File: src/rtl/vrx_pkg.sv
// Shared types for the video capture block: FSM states and pixel FIFO entry.
// Pixel index width follows the default horizontal + vertical counter widths.
package vrx_pkg;

   localparam int VRX_PIX_W = 12;
   localparam int VRX_IDX_W = 22;

   typedef enum logic [1:0] {
      ST_IDLE,
      ST_ARMED,
      ST_CAPTURE,
      ST_FLUSH
   } vrx_state_t;

   typedef struct packed {
      logic [VRX_PIX_W-1:0] pix;
      logic [VRX_IDX_W-1:0] idx;
   } vrx_entry_t;

endpackage

File: src/rtl/vrx_sync_fifo.sv
// Single-clock pixel FIFO; a push into a full FIFO succeeds when a pop
// happens in the same cycle.
module vrx_sync_fifo
   import vrx_pkg::*;
#(
   parameter int pDepth = 16
) (
   input  logic       clk,
   input  logic       rst,
   input  logic       push,
   input  vrx_entry_t wdata,
   input  logic       pop,
   output vrx_entry_t rdata,
   output logic       full,
   output logic       empty
);

   localparam int AW = $clog2(pDepth);

   logic [AW:0] wr_ptr;
   logic [AW:0] rd_ptr;
   logic        do_push;
   logic        do_pop;
   vrx_entry_t  mem [pDepth];

   assign empty   = (wr_ptr == rd_ptr);
   assign full    = (wr_ptr[AW] != rd_ptr[AW]) &&
                    (wr_ptr[AW-1:0] == rd_ptr[AW-1:0]);
   assign do_pop  = pop & ~empty;
   assign do_push = push & (~full | do_pop);
   assign rdata   = mem[rd_ptr[AW-1:0]];

   always_ff @(posedge clk) begin
      if (rst) begin
         wr_ptr <= '0;
         rd_ptr <= '0;
      end else begin
         if (do_push) wr_ptr <= wr_ptr + 1'b1;
         if (do_pop)  rd_ptr <= rd_ptr + 1'b1;
      end
   end

   always_ff @(posedge clk) begin
      if (do_push) mem[wr_ptr[AW-1:0]] <= wdata;
   end

endmodule

File: src/rtl/video_rx_capture.sv
// Video input capture to a UFI write bus through a pixel FIFO.
// Define VRX_DOUBLE_BUFFER_EN to alternate frame buffers after each frame.
module video_rx_capture
   import vrx_pkg::*;
#(
   parameter int pBusAdrsBit    = 32,
   parameter int pUfiBusWidth   = 12,
   parameter int pHdisplayWidth = 11,
   parameter int pVdisplayWidth = 11,
   parameter int pFifoDepth     = 16
) (
   input  logic                      iClk,
   input  logic                      iRst,
   input  logic [3:0]                iColorR,
   input  logic [3:0]                iColorG,
   input  logic [3:0]                iColorB,
   input  logic                      iHSync,
   input  logic                      iVSync,
   input  logic                      iDe,
   input  logic                      iEn,
   input  logic [pHdisplayWidth-1:0] iHdisplay,
   input  logic [pVdisplayWidth-1:0] iVdisplay,
   input  logic [pBusAdrsBit-1:0]    iBaseAdrs0,
   input  logic [pBusAdrsBit-1:0]    iBaseAdrs1,
   input  logic                      iStsClr,
   input  logic                      iMUfiRdy,
   output logic [pUfiBusWidth-1:0]   oMUfiWd,
   output logic [pBusAdrsBit-1:0]    oMUfiAdrs,
   output logic                      oMUfiWEd,
   output logic                      oMUfiVd,
   output logic                      oMUfiCmd,
   output logic                      oFrameDone,
   output logic                      oOverflow,
   output logic                      oFrameErr
);

   localparam int IDX_W = pHdisplayWidth + pVdisplayWidth;

   vrx_state_t                state;
   vrx_entry_t                pend_entry;
   vrx_entry_t                head;
   logic [IDX_W-1:0]          idx;
   logic [pHdisplayWidth-1:0] col;
   logic [pVdisplayWidth-1:0] line;
   logic [pBusAdrsBit-1:0]    base;
   logic vs_q, de_q, pend;
   logic frame_ok, frame_bad, buf_sel;
   logic frame_done, overflow, frame_err;
   logic full, empty, pop;
   logic ovf_evt, vs_fall, de_fall;

   assign vs_fall = vs_q & ~iVSync;
   assign de_fall = de_q & ~iDe;
   assign pop     = ~empty & iMUfiRdy;
   assign ovf_evt = pend & full & ~pop;

`ifdef VRX_DOUBLE_BUFFER_EN
   logic unused_ok;
   assign unused_ok = iHSync;
   assign base = buf_sel ? iBaseAdrs1 : iBaseAdrs0;
`else
   logic unused_ok;
   assign unused_ok = ^{iHSync, iBaseAdrs1, buf_sel};
   assign base = iBaseAdrs0;
`endif

   vrx_sync_fifo #(
      .pDepth (pFifoDepth)
   ) u_fifo (
      .clk   (iClk),
      .rst   (iRst),
      .push  (pend),
      .wdata (pend_entry),
      .pop   (pop),
      .rdata (head),
      .full  (full),
      .empty (empty)
   );

   always_ff @(posedge iClk) begin
      if (iRst) begin
         state      <= ST_IDLE;
         vs_q       <= 1'b0;
         de_q       <= 1'b0;
         pend       <= 1'b0;
         pend_entry <= '0;
         idx        <= '0;
         col        <= '0;
         line       <= '0;
         frame_ok   <= 1'b0;
         frame_bad  <= 1'b0;
         buf_sel    <= 1'b0;
         frame_done <= 1'b0;
         overflow   <= 1'b0;
         frame_err  <= 1'b0;
      end else begin
         vs_q       <= iVSync;
         de_q       <= iDe;
         pend       <= 1'b0;
         frame_done <= 1'b0;
         if (iStsClr) begin
            overflow  <= 1'b0;
            frame_err <= 1'b0;
         end
         unique case (state)
            ST_IDLE: begin
               if (iEn) state <= ST_ARMED;
            end
            ST_ARMED: begin
               idx       <= '0;
               col       <= '0;
               line      <= '0;
               frame_ok  <= 1'b0;
               frame_bad <= 1'b0;
               if (vs_fall) state <= ST_CAPTURE;
            end
            ST_CAPTURE: begin
               if (!iEn) begin
                  state <= ST_FLUSH;
               end else if (vs_fall) begin
                  frame_err <= 1'b1;
                  frame_bad <= 1'b1;
                  state     <= ST_FLUSH;
               end else begin
                  if (iDe) begin
                     pend           <= 1'b1;
                     pend_entry.pix <= {iColorR, iColorG, iColorB};
                     pend_entry.idx <= VRX_IDX_W'(idx);
                     idx            <= idx + 1'b1;
                     col            <= col + 1'b1;
                  end
                  if (de_fall) begin
                     line <= line + 1'b1;
                     col  <= '0;
                     if (col != iHdisplay) begin
                        frame_err <= 1'b1;
                        frame_bad <= 1'b1;
                     end
                     if ((line + 1'b1) == iVdisplay) begin
                        frame_ok <= 1'b1;
                        state    <= ST_FLUSH;
                     end
                  end
               end
            end
            ST_FLUSH: begin
               if (empty && !pend) begin
                  state <= ST_IDLE;
                  if (frame_ok && !frame_bad) begin
                     frame_done <= 1'b1;
`ifdef VRX_DOUBLE_BUFFER_EN
                     buf_sel <= ~buf_sel;
`endif
                  end
               end
            end
         endcase
         // a dropped pixel still consumed its index when it was registered
         if (ovf_evt) begin
            overflow  <= 1'b1;
            frame_bad <= 1'b1;
         end
      end
   end

   assign oMUfiWEd   = pop;
   assign oMUfiWd    = pop ? pUfiBusWidth'(head.pix) : '0;
   assign oMUfiAdrs  = pop ? base + pBusAdrsBit'(head.idx) : '0;
   assign oMUfiVd    = (state == ST_CAPTURE) || (state == ST_FLUSH);
   assign oMUfiCmd   = 1'b0;
   assign oFrameDone = frame_done;
   assign oOverflow  = overflow;
   assign oFrameErr  = frame_err;

endmodule

File: config.mk
export PLATFORM = sky130hd
export DESIGN_NAME = video_rx_capture
export DESIGN_NICKNAME = d
export VERILOG_FILES = /design/src/rtl/vrx_pkg.sv /design/src/rtl/vrx_sync_fifo.sv /design/src/rtl/video_rx_capture.sv
export SDC_FILE = /design/constraint.sdc
export NUM_CORES = 1
export LEC_CHECK = 0
export CAP_MARGIN = 10
export CELL_PAD_IN_SITES_DETAIL_PLACEMENT = 0
export CELL_PAD_IN_SITES_GLOBAL_PLACEMENT = 1
export CORE_ASPECT_RATIO = 1.25
export CORE_MARGIN = 3
export CORE_UTILIZATION = 48
export CTS_BUF_LIST = sky130_fd_sc_hd__clkbuf_2
export DETAILED_ROUTE_END_ITERATION = 8
export GPL_TIMING_DRIVEN = 0
export PLACE_DENSITY_LB_ADDON = 0.1
export SLEW_MARGIN = 20
export SYNTH_ARGS = -nofsm -noshare
export SYNTH_HDL_FRONTEND = slang
export SYNTH_SLANG_ARGS = --single-unit
File: constraint.sdc
create_clock -name iClk -period 4.7 [get_ports iClk]
set_clock_uncertainty 0.2 [all_clocks]
set_input_delay 0.94 -clock iClk [delete_from_list [all_inputs] [get_ports iClk]]
set_output_delay 0.94 -clock iClk [all_outputs]
set_load 0.005 [all_outputs]
==> results by group <==
Status
  • Status: finished, violations left
  • Failing checks: setup timing

Detailed routing
  • ANT nets after route: 0
  • Initial DRC count: 1324
  • Drt first pass iters: 7
  • Via count: 16176
  • Routed WL per cell: 23.9 um
  • DR vias/cell: around 5.6
  • # DRC: 0
  • Total Wirelength: between 60000 and 70000 um

Place
  • PortBufs: 121
  • RePlAce Congestion: 0.813
  • HPWL after detailed placement: ~46000 um
  • Placed Area: 30100 um^2

Worst setup path
  • CP max stage delay: 0.55 ns
  • Top cell by count, worst path: buf_12
  • RR Startpoint: state[0]
  • Worst-path fanout max: 5
  • Critical path's top delay family: multiplexers
  • CP Buf/Inv Count: 8
  • CP max stage cell: mux4_2
  • Crit-path cells: buf_8, buf_12, buf_12, buf_12, mux4_2, mux4_2, ha_4, a21o_1, buf_4, a31o_4, o21ai_4, nand2_4, a41oi_4, buf_12, buf_12, o31ai_4, mux2i_2, buf_2
  • Req. time, crit path: 3.56 ns
  • Worst setup EP type: output port
  • CP Launch Type: flip-flop
  • Arrival time at the worst endpoint: 5.09 ns
  • WS Path Type: reg -> out

Timing
  • Fmax: 0.161 GHz
  • Relative slew slack: 0.472
  • Tcrit/Tclk final: 1.32
  • Hold WS: 0.141 ns
  • Hold Vio Cnt, Final: 0
  • Final WS setup: -1.53 ns
  • Final setup viols: 36
  • Measured slew at the worst slew-check pin: 0.787 ns
  • Tmin final: 6.23 ns
  • RSZ-0062 raised after global routing: true
  • Max-slew violations: 0
  • Final TNS setup: -37.71 ns

Synthesis
  • Post-synthesis sequential area ratio: 0.684
  • Area leader, netlist: edfxtp_1
  • Top_reg_cell synth: edfxtp_1
  • Number of synthesized flops with an enable pin: 544
  • Synth unique cells: 70
  • Top cells by area, synth: edfxtp_1, mux4_2, dfxtp_1, nand2_1, ha_1
  • #FFs+latches synth: 646
  • Syn nets: about 1700
  • Synth async-reset ratio: 0
  • Post-synth top cells: edfxtp_1, mux4_2, nand2_1
  • Cell with the most instances after synthesis: edfxtp_1
  • Post-Synthesis Cells: about 1600
  • Synth top area share: 0.608
  • Ys Warns: 0
  • Post-synthesis cell area: around 27000 um^2
  • Synthesized area per cell: 16.7 um^2

Min path
  • Hold Path Class: in -> reg
  • Hold Path Origin: iColorG[1]

Cells and area
  • Layout cells sized above 1: 0.375
  • Fin area: 33600 um^2
  • Final Net Count: 2182
  • P&R area growth vs syn: 25.0%

Power
  • Worst vdd ir: 0.191 mV
  • Leakage: roughly 11 nW
  • PwrDens: 322 nW/um^2
  • Tot Pwr: between 0.01 and 0.015 W

Job
  • Max Cap Viol: 0

Floorplan
  • I/O Pins: 156
  • Site row count: 96
  • Die Height: ~270 um
  • Die Wd: approximately 220 um
  • Core outline area: between 50000 and 60000 um^2
  • Initial Utilization: 0.487
  • Die area: roughly 59000 um^2

Clock tree
  • CTS clk-pin slew, worst paths: approximately 0.1 ns
  • Clock buffer depth: 3
  • Root Driver: clkbuf_2
  • CTS tree: yes
  • Worst-Skew Late Latency: 1.15 ns
  • CTS sink count: 646
  • H-Tree Depth: 4
  • Total CTS buffers: 148

Global route
  • Wire length of the first global-routing pass: 103000 um
  • Antenna violations before repair: 1
  • Vias in the first global route: 16937
  • Largest net degree at the start of global routing: 19
  • Gr usage total: 0.238
  • Remaining global-route overflow: 0
-- per-layer routing --
metal	GRT usage	routed length [um]
met2	0.418	36300
met1	0.295	26700
met4	0.0883	1880
met3	0.0425	4150
met5	0	0
-- layout make-up --
class                      instances  area (um^2)
tap                              735          920
inverter                          24         92.6
antenna                            1         2.50
sequential                       646        18400
multi-input combinational        859         8940
buffer                            72          684
fill                            4204        21600
clock inverter                    37          180
clock buffer                     229         1150
timing repair buffer             289         3210
-- logic make-up (layout without fill, tap and decap cells) --
family          after synthesis  in the layout  synth area share
simple gates                401            401            0.0726
compound gates              167            167            0.0391
xor+xnor                     72             72            0.0235
fa+ha+maj                    36             36            0.0171
mux                         182            182             0.147
flops                       646            646             0.684
buf+inv                     102            651            0.0164
other cells                   1              2          0.000140
-- stage by stage --
stage | setup WS, ns | utilization | instances
after floorplan | 0.000857 | - | 1607
after detailed placement | -1.83 | 0.545 | 2511
after CTS | -1.61 | 0.602 | 2862
after global placement | -3.77 | 0.529 | 2463
final | -1.53 | 0.609 | 2892
after global routing | -1.69 | 0.609 | 2892
-- cells in the final DEF, fill, tap and decap left out, types with 10 or more instances in the layout --
cell type	count
ha_1	13
clkbuf_1	21
mux2i_1	11
xnor2_1	24
nand2b_1	21
and3_1	14
a21oi_1	61
inv_1	20
and3_4	15
buf_16	23
o21ai_0	22
nand4_1	22
nand3_1	22
clkinv_1	26
buf_2	40
nor4_1	11
buf_12	31
buf_4	84
nor2_1	71
ha_4	21
clkdlybuf4s50_1	77
dfxtp_1	101
mux4_2	170
nor2b_1	10
clkbuf_2	236
nand2_1	129
xor2_1	47
nor3_1	10
edfxtp_1	544
buf_6	53
nor3_2	10
buf_8	11
nor2_4	17
-- report_power, final --
part           internal [W]  switching, W  total, W
Clock               0.00134       0.00210   0.00344
Combinational      0.000563      0.000585   0.00115
Sequential          0.00617     0.0000399   0.00621
Total               0.00808       0.00272    0.0108
-- flip-flops by register name (all words and copies together), names as in the netlist, named ones only --
name           flops
col               11
de_q               1
frame_bad          1
frame_ok           1
idx               22
line              11
oFrameDone         1
oFrameErr          1
oOverflow          1
pend               1
pend_entry        34
state              2
u_fifo.mem       544
u_fifo.rd_ptr      5
u_fifo.wr_ptr      5
vs_q               1
-- final timing paths --
| kind | to | slack (ns) | depth (start not counted) |
|---|---|---|---|
| max | oMUfiAdrs[25] | -1.53 | 18 |
| min | pend_entry[27] | 0.14 | 3 |
| max reg2reg | pend_entry[20] | 1.73 | 8 |
| min reg2reg | pend_entry[12] | 0.25 | 2 |
-- worst min-delay path, stage by stage --
cell,delay (ns)
clkdlybuf4s50_1,0.40
nand2_1,0.05
a21oi_1,0.05
-- timing repair --
item | in CTS | in global routing
pin swaps | 51 | 48
setup endpoints to repair | 45 | 45
hold buffers | 2 | 0
resized for setup | 388 | 77
hold endpoints to repair | 2 | 0
setup buffers | 83 | 38
gates cloned | 7 | 0
Power figures use the tool's default switching activity.
